<file path="src/rtl/mag_cmp_seq.sv">
// mag_cmp_seq
// Sequential magnitude comparator. It compares two WIDTH-bit operands one
// DIGIT-bit slice per clock, starting at the MSB slice, and stops on the first
// unequal slice. When every slice is equal, the cascade input i is forwarded
// unchanged, in the same way as a 74HC85 stage.
//
// Ports:
//   clk        rising-edge clock
//   rst        synchronous active-high reset
//   in_valid   operands, cascade input and mode are present
//   in_ready   block can accept (high only in IDLE)
//   a, b       operands (the result is A relative to B)
//   i          cascade input {gt, eq, lt} from a lower-order stage
//   sgn        1 = two's-complement compare, 0 = unsigned
//   out_valid  result valid (high in DONE)
//   out_ready  consumer takes the result
//   y          result {gt, eq, lt}; held until the next result or reset
module mag_cmp_seq #(
    parameter int WIDTH = 8,
    parameter int DIGIT = 4
) (
    input  logic             clk,
    input  logic             rst,
    input  logic             in_valid,
    output logic             in_ready,
    input  logic [WIDTH-1:0] a,
    input  logic [WIDTH-1:0] b,
    input  logic [2:0]       i,
    input  logic             sgn,
    output logic             out_valid,
    input  logic             out_ready,
    output logic [2:0]       y
);

    localparam int NS = (DIGIT > 0) ? (WIDTH / DIGIT) : 1;
    localparam int KW = (NS > 1) ? $clog2(NS) : 1;
    localparam logic [KW-1:0]    K_TOP    = KW'(NS - 1);
    localparam logic [WIDTH-1:0] MSB_MASK = WIDTH'(1) << (WIDTH - 1);

    generate
        if (DIGIT < 1 || WIDTH < DIGIT || (WIDTH % DIGIT) != 0) begin : g_bad_param
            $error("mag_cmp_seq: WIDTH must be a non-zero multiple of DIGIT");
        end
    endgenerate

    typedef enum logic [1:0] {
        IDLE = 2'd0,
        CMP  = 2'd1,
        DONE = 2'd2
    } state_t;

    state_t state;
    state_t state_nxt;

    logic [WIDTH-1:0] a_q;
    logic [WIDTH-1:0] b_q;
    logic [2:0]       i_q;
    logic [KW-1:0]    k;

    logic [DIGIT-1:0] a_top;
    logic [DIGIT-1:0] b_top;
    logic             slice_gt;
    logic             slice_lt;

    // The operands are shifted left by one slice after each equal compare.
    // As a result, the slice under test is always the top DIGIT bits, and no
    // variable part-select is needed. The counter k tracks which original
    // slice is under test.
    always_comb begin
        a_top    = a_q[WIDTH-1 -: DIGIT];
        b_top    = b_q[WIDTH-1 -: DIGIT];
        slice_gt = (a_top > b_top);
        slice_lt = (a_top < b_top);
    end

    // ---- state register ----
    always_ff @(posedge clk) begin
        if (rst) begin
            state <= IDLE;
        end else begin
            state <= state_nxt;
        end
    end

    // ---- next-state logic ----
    always_comb begin
        state_nxt = state;
        case (state)
            IDLE: begin
                if (in_valid) begin
                    state_nxt = CMP;
                end
            end
            CMP: begin
                if (slice_gt || slice_lt || (k == '0)) begin
                    state_nxt = DONE;
                end
            end
            DONE: begin
                if (out_ready) begin
                    state_nxt = IDLE;
                end
            end
            default: state_nxt = IDLE;
        endcase
    end

    // ---- outputs: pure state decode, no path from in_valid/out_ready ----
    always_comb begin
        in_ready  = (state == IDLE);
        out_valid = (state == DONE);
    end

    // ---- operand capture and slice walk ----
    always_ff @(posedge clk) begin
        if (rst) begin
            a_q <= '0;
            b_q <= '0;
            i_q <= '0;
            k   <= K_TOP;
            y   <= '0;
        end else begin
            case (state)
                IDLE: begin
                    if (in_valid) begin
                        // Flipping the sign bit of both operands maps the
                        // two's-complement order onto the unsigned order.
                        a_q <= sgn ? (a ^ MSB_MASK) : a;
                        b_q <= sgn ? (b ^ MSB_MASK) : b;
                        i_q <= i;
                        k   <= K_TOP;
                    end
                end
                CMP: begin
                    if (slice_gt) begin
                        y <= 3'b100;
                    end else if (slice_lt) begin
                        y <= 3'b001;
                    end else if (k == '0) begin
                        // The cascade input passes through unchanged, even
                        // when it is not one-hot.
                        y <= i_q;
                    end else begin
                        k   <= k - KW'(1);
                        a_q <= a_q << DIGIT;
                        b_q <= b_q << DIGIT;
                    end
                end
                default: begin
                end
            endcase
        end
    end

endmodule

</file>
<file path="config.mk">
export PLATFORM = sky130hd
export DESIGN_NAME = mag_cmp_seq
export DESIGN_NICKNAME = d
export VERILOG_FILES = /design/src/rtl/mag_cmp_seq.sv
export SDC_FILE = /design/constraint.sdc
export NUM_CORES = 1
export LEC_CHECK = 0
export CORE_MARGIN = 4
export CORE_UTILIZATION = 40
export DETAILED_ROUTE_END_ITERATION = 10
export GPL_TIMING_DRIVEN = 0
export PLACE_DENSITY = 0.67
export SLEW_MARGIN = 20
export SYNTH_ARGS = -nofsm -noshare
export SYNTH_HDL_FRONTEND = slang
export SYNTH_SLANG_ARGS = --single-unit
</file>
<file path="constraint.sdc">
create_clock -name clk -period 3.5 [get_ports clk]
set_input_delay 0.7 -clock clk [delete_from_list [all_inputs] [get_ports clk]]
set_output_delay 0.7 -clock clk [all_outputs]
set_load 0.02 [all_outputs]
</file>
[Word-level counts from Yosys, hierarchy flattened]
Cells that the tools add are included.
Storage, ports and cells
  register bits after elaboration: 25
  bits in latches: 0
  RAM bits: 0
  ROM bits: 0
  bits of input ports: 24
  output and inout port bits: 5
  word-level logic and storage cells: 54
  memories: 0
Operators by class
  add/subtract/negate cells: 1
  $mul: 0
  divide/modulo/power cells: 0
  $lt $le $gt $ge: 2
  equal/unequal tests: 9
  shift operators: 0
  muxes and demuxes: 24
  bitwise gates (word level): 3
  reductions and logical operators: 9
Operators by type and width (count)
  two-way mux 8 bit: 10
  one-hot mux 8 bit (2 select lines): 2
  inequality test 2 bit (second input constant): 5
  two-way mux 3 bit: 3
  two-way mux 2 bit: 3
  one-hot mux 2 bit (3 select lines): 1
  AND reduction 5 bit: 1
  greater-than comparator 4 bit: 1
  less-than comparator 4 bit: 1
  two-way mux 1 bit: 4
  AND reduction 2 bit: 2
  AND reduction 4 bit: 1
  inequality test 3 x 1 -> 1 bit (second input constant): 1
  inverter 1 bit: 3
  AND reduction 3 bit: 1
  == test 2 x 1 -> 1 bit (second input constant): 1
  == test 2 bit (second input constant): 1
  zero test 2 bit: 1
  logical OR 1 bit: 2
  inequality test 2 x 1 -> 1 bit (second input constant): 1
  one-hot mux 1 bit (2 select lines): 1
  nonzero test 2 bit: 1
  subtractor 1 bit (second input constant): 1

[Longest topological paths before layout]
Gate-level depths: netlist (run 1).
  depth in word-level cells: 5
  gate-level depth with buffers: 7
  gate-level depth less buffers: 6

[Worst setup path after synthesis (run 1)]
OpenSTA, ideal clock, no wires.
  kind: reg-to-reg
  start point: reg b_q[7]
  end point: reg a_q[4]
  library setup time: 0.139 ns
  arrival: 1.554 ns
  data required time: 3.361 ns
  path slack: 1.806 ns
  stages on the path, launching flop included: 8
  path buffers: 1
  period minus slack after synthesis: 1.694 ns
  cell sequence: dfxtp_1 -> inv_1 -> ha_1 -> nand4_2 -> a311o_1 -> buf_6 -> a21oi_1 -> a311oi_2
On the way
  cells in the longest elaborated chain, start to end: 3
  elaborated cells on any way between the ends: 5
  those cells by class: order compare: 2; eq/ne: 2; reduce/logical: 1
RTL lines
  start: declaration: line 56  | logic [WIDTH-1:0] b_q;
  start signal: assignment: line 129  | b_q <= sgn ? (b ^ MSB_MASK) : b;
  start signal: assignment: line 146  | b_q <= b_q << DIGIT;
  less-than comparator 4 bit or greater-than comparator 4 bit (tied branches): line 73, 72
  inequality test 2 bit (no line)
  AND reduction 5 bit (no line) (*)
  end signal: assignment: line 128  | a_q <= sgn ? (a ^ MSB_MASK) : a;
  end signal: assignment: line 145  | a_q <= a_q << DIGIT;
  end: declaration: line 55  | logic [WIDTH-1:0] a_q;
Every way passes the cells marked *; elsewhere a longest branch is shown, timed or not.
A chain may end at the register's enable or synchronous reset.

[Worst setup path after layout (run 1)]
  start point: reg state[1]
  end point: out out_valid
On the way
  cells in the longest elaborated chain, start to end: 1
RTL lines
  start: declaration: line 52  | state_t state;
  start signal: assignment: line 81  | state <= state_nxt;
  == test 2 bit: line 111  | out_valid = (state == DONE);
  end: declaration: line 30  | output logic out_valid,
Every way passes these cells.

==> out/metrics.csv, run 1 <==
stage,metric,value,unit
placement,dpl_cell_area,1602,um^2
synth,postSynthCellCount,143,
min_path,hold_path.class,register to register,
clock_tree,clkTransAtPathRegs,0.14,ns
placement,portBuffers,27,
detailed_routing,wire_per_inst,14.01,um
layout,fin_util,0.5336,
detailed_routing,via_per_inst,5.275,
worst_setup_path,cp-start-kind,register,
timing,whs,0.4732,ns
timing,clock.fmax,449.9,MHz
detailed_routing,via_count,1150,
layout,layout_common_cells,"clkdlybuf4s50_1, dfxtp_1, a21oi_1",
outcome,status,"finished, final reports clean",
synth,synth_area_leaders,"dfxtp_1, a21oi_1, nand3_1",
timing,slew_headroom,0.5695,
clock_tree,holdBufCountCts,0,
synth,syn_area_per_cell,8.925,um^2
power,powerDensity,448.3,nW/um^2
global_route,grt_pass1_wl,5313,um
clock_tree,clock-sinks,25,
worst_setup_path,crit_fanout,4,
timing,tns,0,ns
synth,syn_nets,171,
synth,synth.top_cell.area_share,0.3922,
worst_setup_path,slowest_stage,clkdlybuf4s50_1,
worst_setup_path,arrival,1.52,ns
worst_setup_path,cp.buffers_inverters,1,
floorplan,ios,29,
placement,dp_hpwl,2321,um
worst_setup_path,critPathKind,register to output port,
clock_tree,max-clock-path-buffers,2,
power,switchingPower,0.2506,mW
power,leakagePower,0.5948,nW
clock_tree,htree_num_levels,1,
synth,syn_area,1276,um^2
detailed_routing,postRouteAntennaNets,0,
placement,routabilityCongestion,0.7941,
layout,final_nets,203,
floorplan,die_h,64.49,um
layout,areaGrowthSynthToFinish,27.65,%
power,pwr-share-seq,0.460,
detailed_routing,first_pass_iters,4,
timing,period_minus_slack,2.223,ns
placement,place_inst,214,
worst_setup_path,cp-end-kind,output port,
clock_tree,cts_setup_buffers,0,
timing,fin_ws,1.277,ns
power,clockPowerShare,0.182,
synth,synth_edf_count,0,
timing,min_period_over_period,0.6350,
timing,slew_viol_final,0,
layout,fill_cells,313,
floorplan,rows,20,
clock_tree,cts-resized-gates,0,
layout,stdcell_area,1629,um^2
timing,finalHoldViolations,0,
power,swShare,0.3432,
synth,ys_ff_latch,25,
power,ir_worst_vdd,0.1860,mV
clock_tree,cts_tree,built,
floorplan,dieArea,4158,um^2
synth,yosysTopAreaCell,dfxtp_1,
detailed_routing,drc,0,
synth,synth-main-ff-cell,dfxtp_1,
floorplan,floorplan.initialDensity,0.4180,
clock_tree,cts_buffers,3,
timing,rsz0062_at_grt,no,
worst_setup_path,max_stage_delay,0.63,ns
layout,drive_gt1_frac,0.09770,
layout,final_common_cell,clkdlybuf4s50_1,
global_route,grt_usage,0.1581,
layout,final_cell_count_no_fill,218,
worst_setup_path,crit_chain,"nor2b_1, clkdlybuf4s50_1",
detailed_routing,drtIter0Drc,48,
floorplan,core-area,3053,um^2
placement,dpl_worst_slack,1.381,ns
worst_setup_path,required,2.80,ns
global_route,grt_overflow_total,0,
timing,worst_slew_pin_slew,0.6457,ns
timing,finalClockSkew,0.009519,ns
worst_setup_path,cpLargestDelayFamily,buffers and inverters,
synth,async_flop_share,0,
clock_tree,clk_latency,0.33,ns
timing,setup_viol,0,
synth,yosysSeqAreaShare,0.3922,
job,max-cap-violations,0,
floorplan,die_x,64.49,um
synth,yosysUniqueCellTypes,34,
power,p_total,0.7303,mW
power,p_int,0.4796,mW
synth,ys_warn_count,0,
detailed_routing,wl,3054,um
clock_tree,root_buffer,clkbuf_4,
global_route,antenna_found_initial,0,
global_route,grt_pass1_vias,1155,
layout,antenna_cells,0,
power,pwr-share-comb,0.358,
global_route,grt_max_degree,15,
-- worst min-delay path, delay by kind of cell, from the launching register on --
family	cells	cell delay [ns]
flip-flops	1	0.34
AND/OR/NAND/NOR	1	0.05
AO/OA/AOI/OAI	1	0.05
-- flip-flops by register name, indices dropped and copies added, names as in the netlist --
name   flops
i_q        3
state      2
k          1
y          3
b_q        8
a_q        8
-- metal layers --
layer	part of all wire	wire, um	track usage	up-vias
met1	0.47	1444	0.2109	542
met3	0.049	149	0.02600	4
met2	0.47	1430	0.2693	25
met5	0	0	0	-
met4	0.0095	29	0.03166	0
li1	-	-	-	579
-- layout make-up --
| class | count | area, um^2 | share of cell area |
|---|---|---|---|
| plain buffers | 11 | 61.31 | 0.03763 |
| clock buffers | 3 | 22.52 | 0.01382 |
| clock inverters | 1 | 5.005 | 0.003072 |
| inverters | 9 | 33.78 | 0.02074 |
| multi-input cells | 98 | 680.7 | 0.4178 |
| flip-flops and latches | 25 | 500.5 | 0.3072 |
| well taps | 44 | 55.05 | 0.03379 |
| repair buffers | 27 | 270.3 | 0.1659 |
-- cell usage after synthesis (2+ instances only) --
| master | instances |
|---|---|
| mux2i_1 | 2 |
| nor2_1 | 3 |
| a211o_1 | 3 |
| nand3_1 | 18 |
| nand2_1 | 11 |
| buf_6 | 2 |
| nand2b_1 | 4 |
| a311oi_2 | 6 |
| mux2_1 | 6 |
| a21oi_1 | 23 |
| ha_1 | 4 |
| dfxtp_1 | 25 |
| buf_2 | 4 |
| clkbuf_1 | 4 |
| inv_1 | 9 |
-- power by group through the flow --
stage	Sequential, mW	Clock, mW	Combinational [mW]
global route	0.340	0.151	0.293
CTS	0.336	0.136	0.264
floorplan	0.341	0	0.179
detailed placement	0.342	0	0.263
finish	0.336	0.133	0.261
global placement	0.340	0	0.258
-- final timing paths --
kind | from | end | slack (ns) | cells past startpoint
worst max-delay path | state[1]$_SDFFE_PP0P_ | out_valid | 1.28 | 2
worst min-delay path | i_q[0]$_SDFFE_PP0P_ | i_q[0]$_SDFFE_PP0P_ | 0.47 | 2
worst max register to register | b_q[7]$_SDFFE_PP0P_ | a_q[5]$_SDFFE_PP0P_ | 1.60 | 7
worst min register to register | i_q[0]$_SDFFE_PP0P_ | i_q[0]$_SDFFE_PP0P_ | 0.47 | 2
-- cell families (layout without fill, tap and decap cells) --
kind of cell	Yosys count	count (layout)	share of synthesized area
xor+xnor	2	2	0.01373
simple gates	45	45	0.1843
buf+inv	20	51	0.07450
fa+ha+maj	4	4	0.03922
flops	25	25	0.3922
compound gates	39	39	0.2275
mux	8	8	0.06862
No activity file was read; power rests on OpenSTA's default activity.
==> run 2, diff against run 1 <==
==> constraint.sdc (replaced) <==
create_clock -name clk -period 2.2 [get_ports clk]
set_input_delay 0.44 -clock clk [delete_from_list [all_inputs] [get_ports clk]]
set_output_delay 0.44 -clock clk [all_outputs]
set_load 0.02 [all_outputs]
==> results of run 2 <==
The final DEF is identical to that of run 1. Status: finished, final reports clean.
Main changes from that run: setup slack after placement 1.381 ns -> 0.3325 ns; setup slack after layout 1.277 ns -> 0.2374 ns; register-to-register setup slack 1.60 ns -> 0.30 ns; total power 0.7303 mW -> 1.162 mW; worst IR drop on VDD 0.1860 mV -> 0.2959 mV
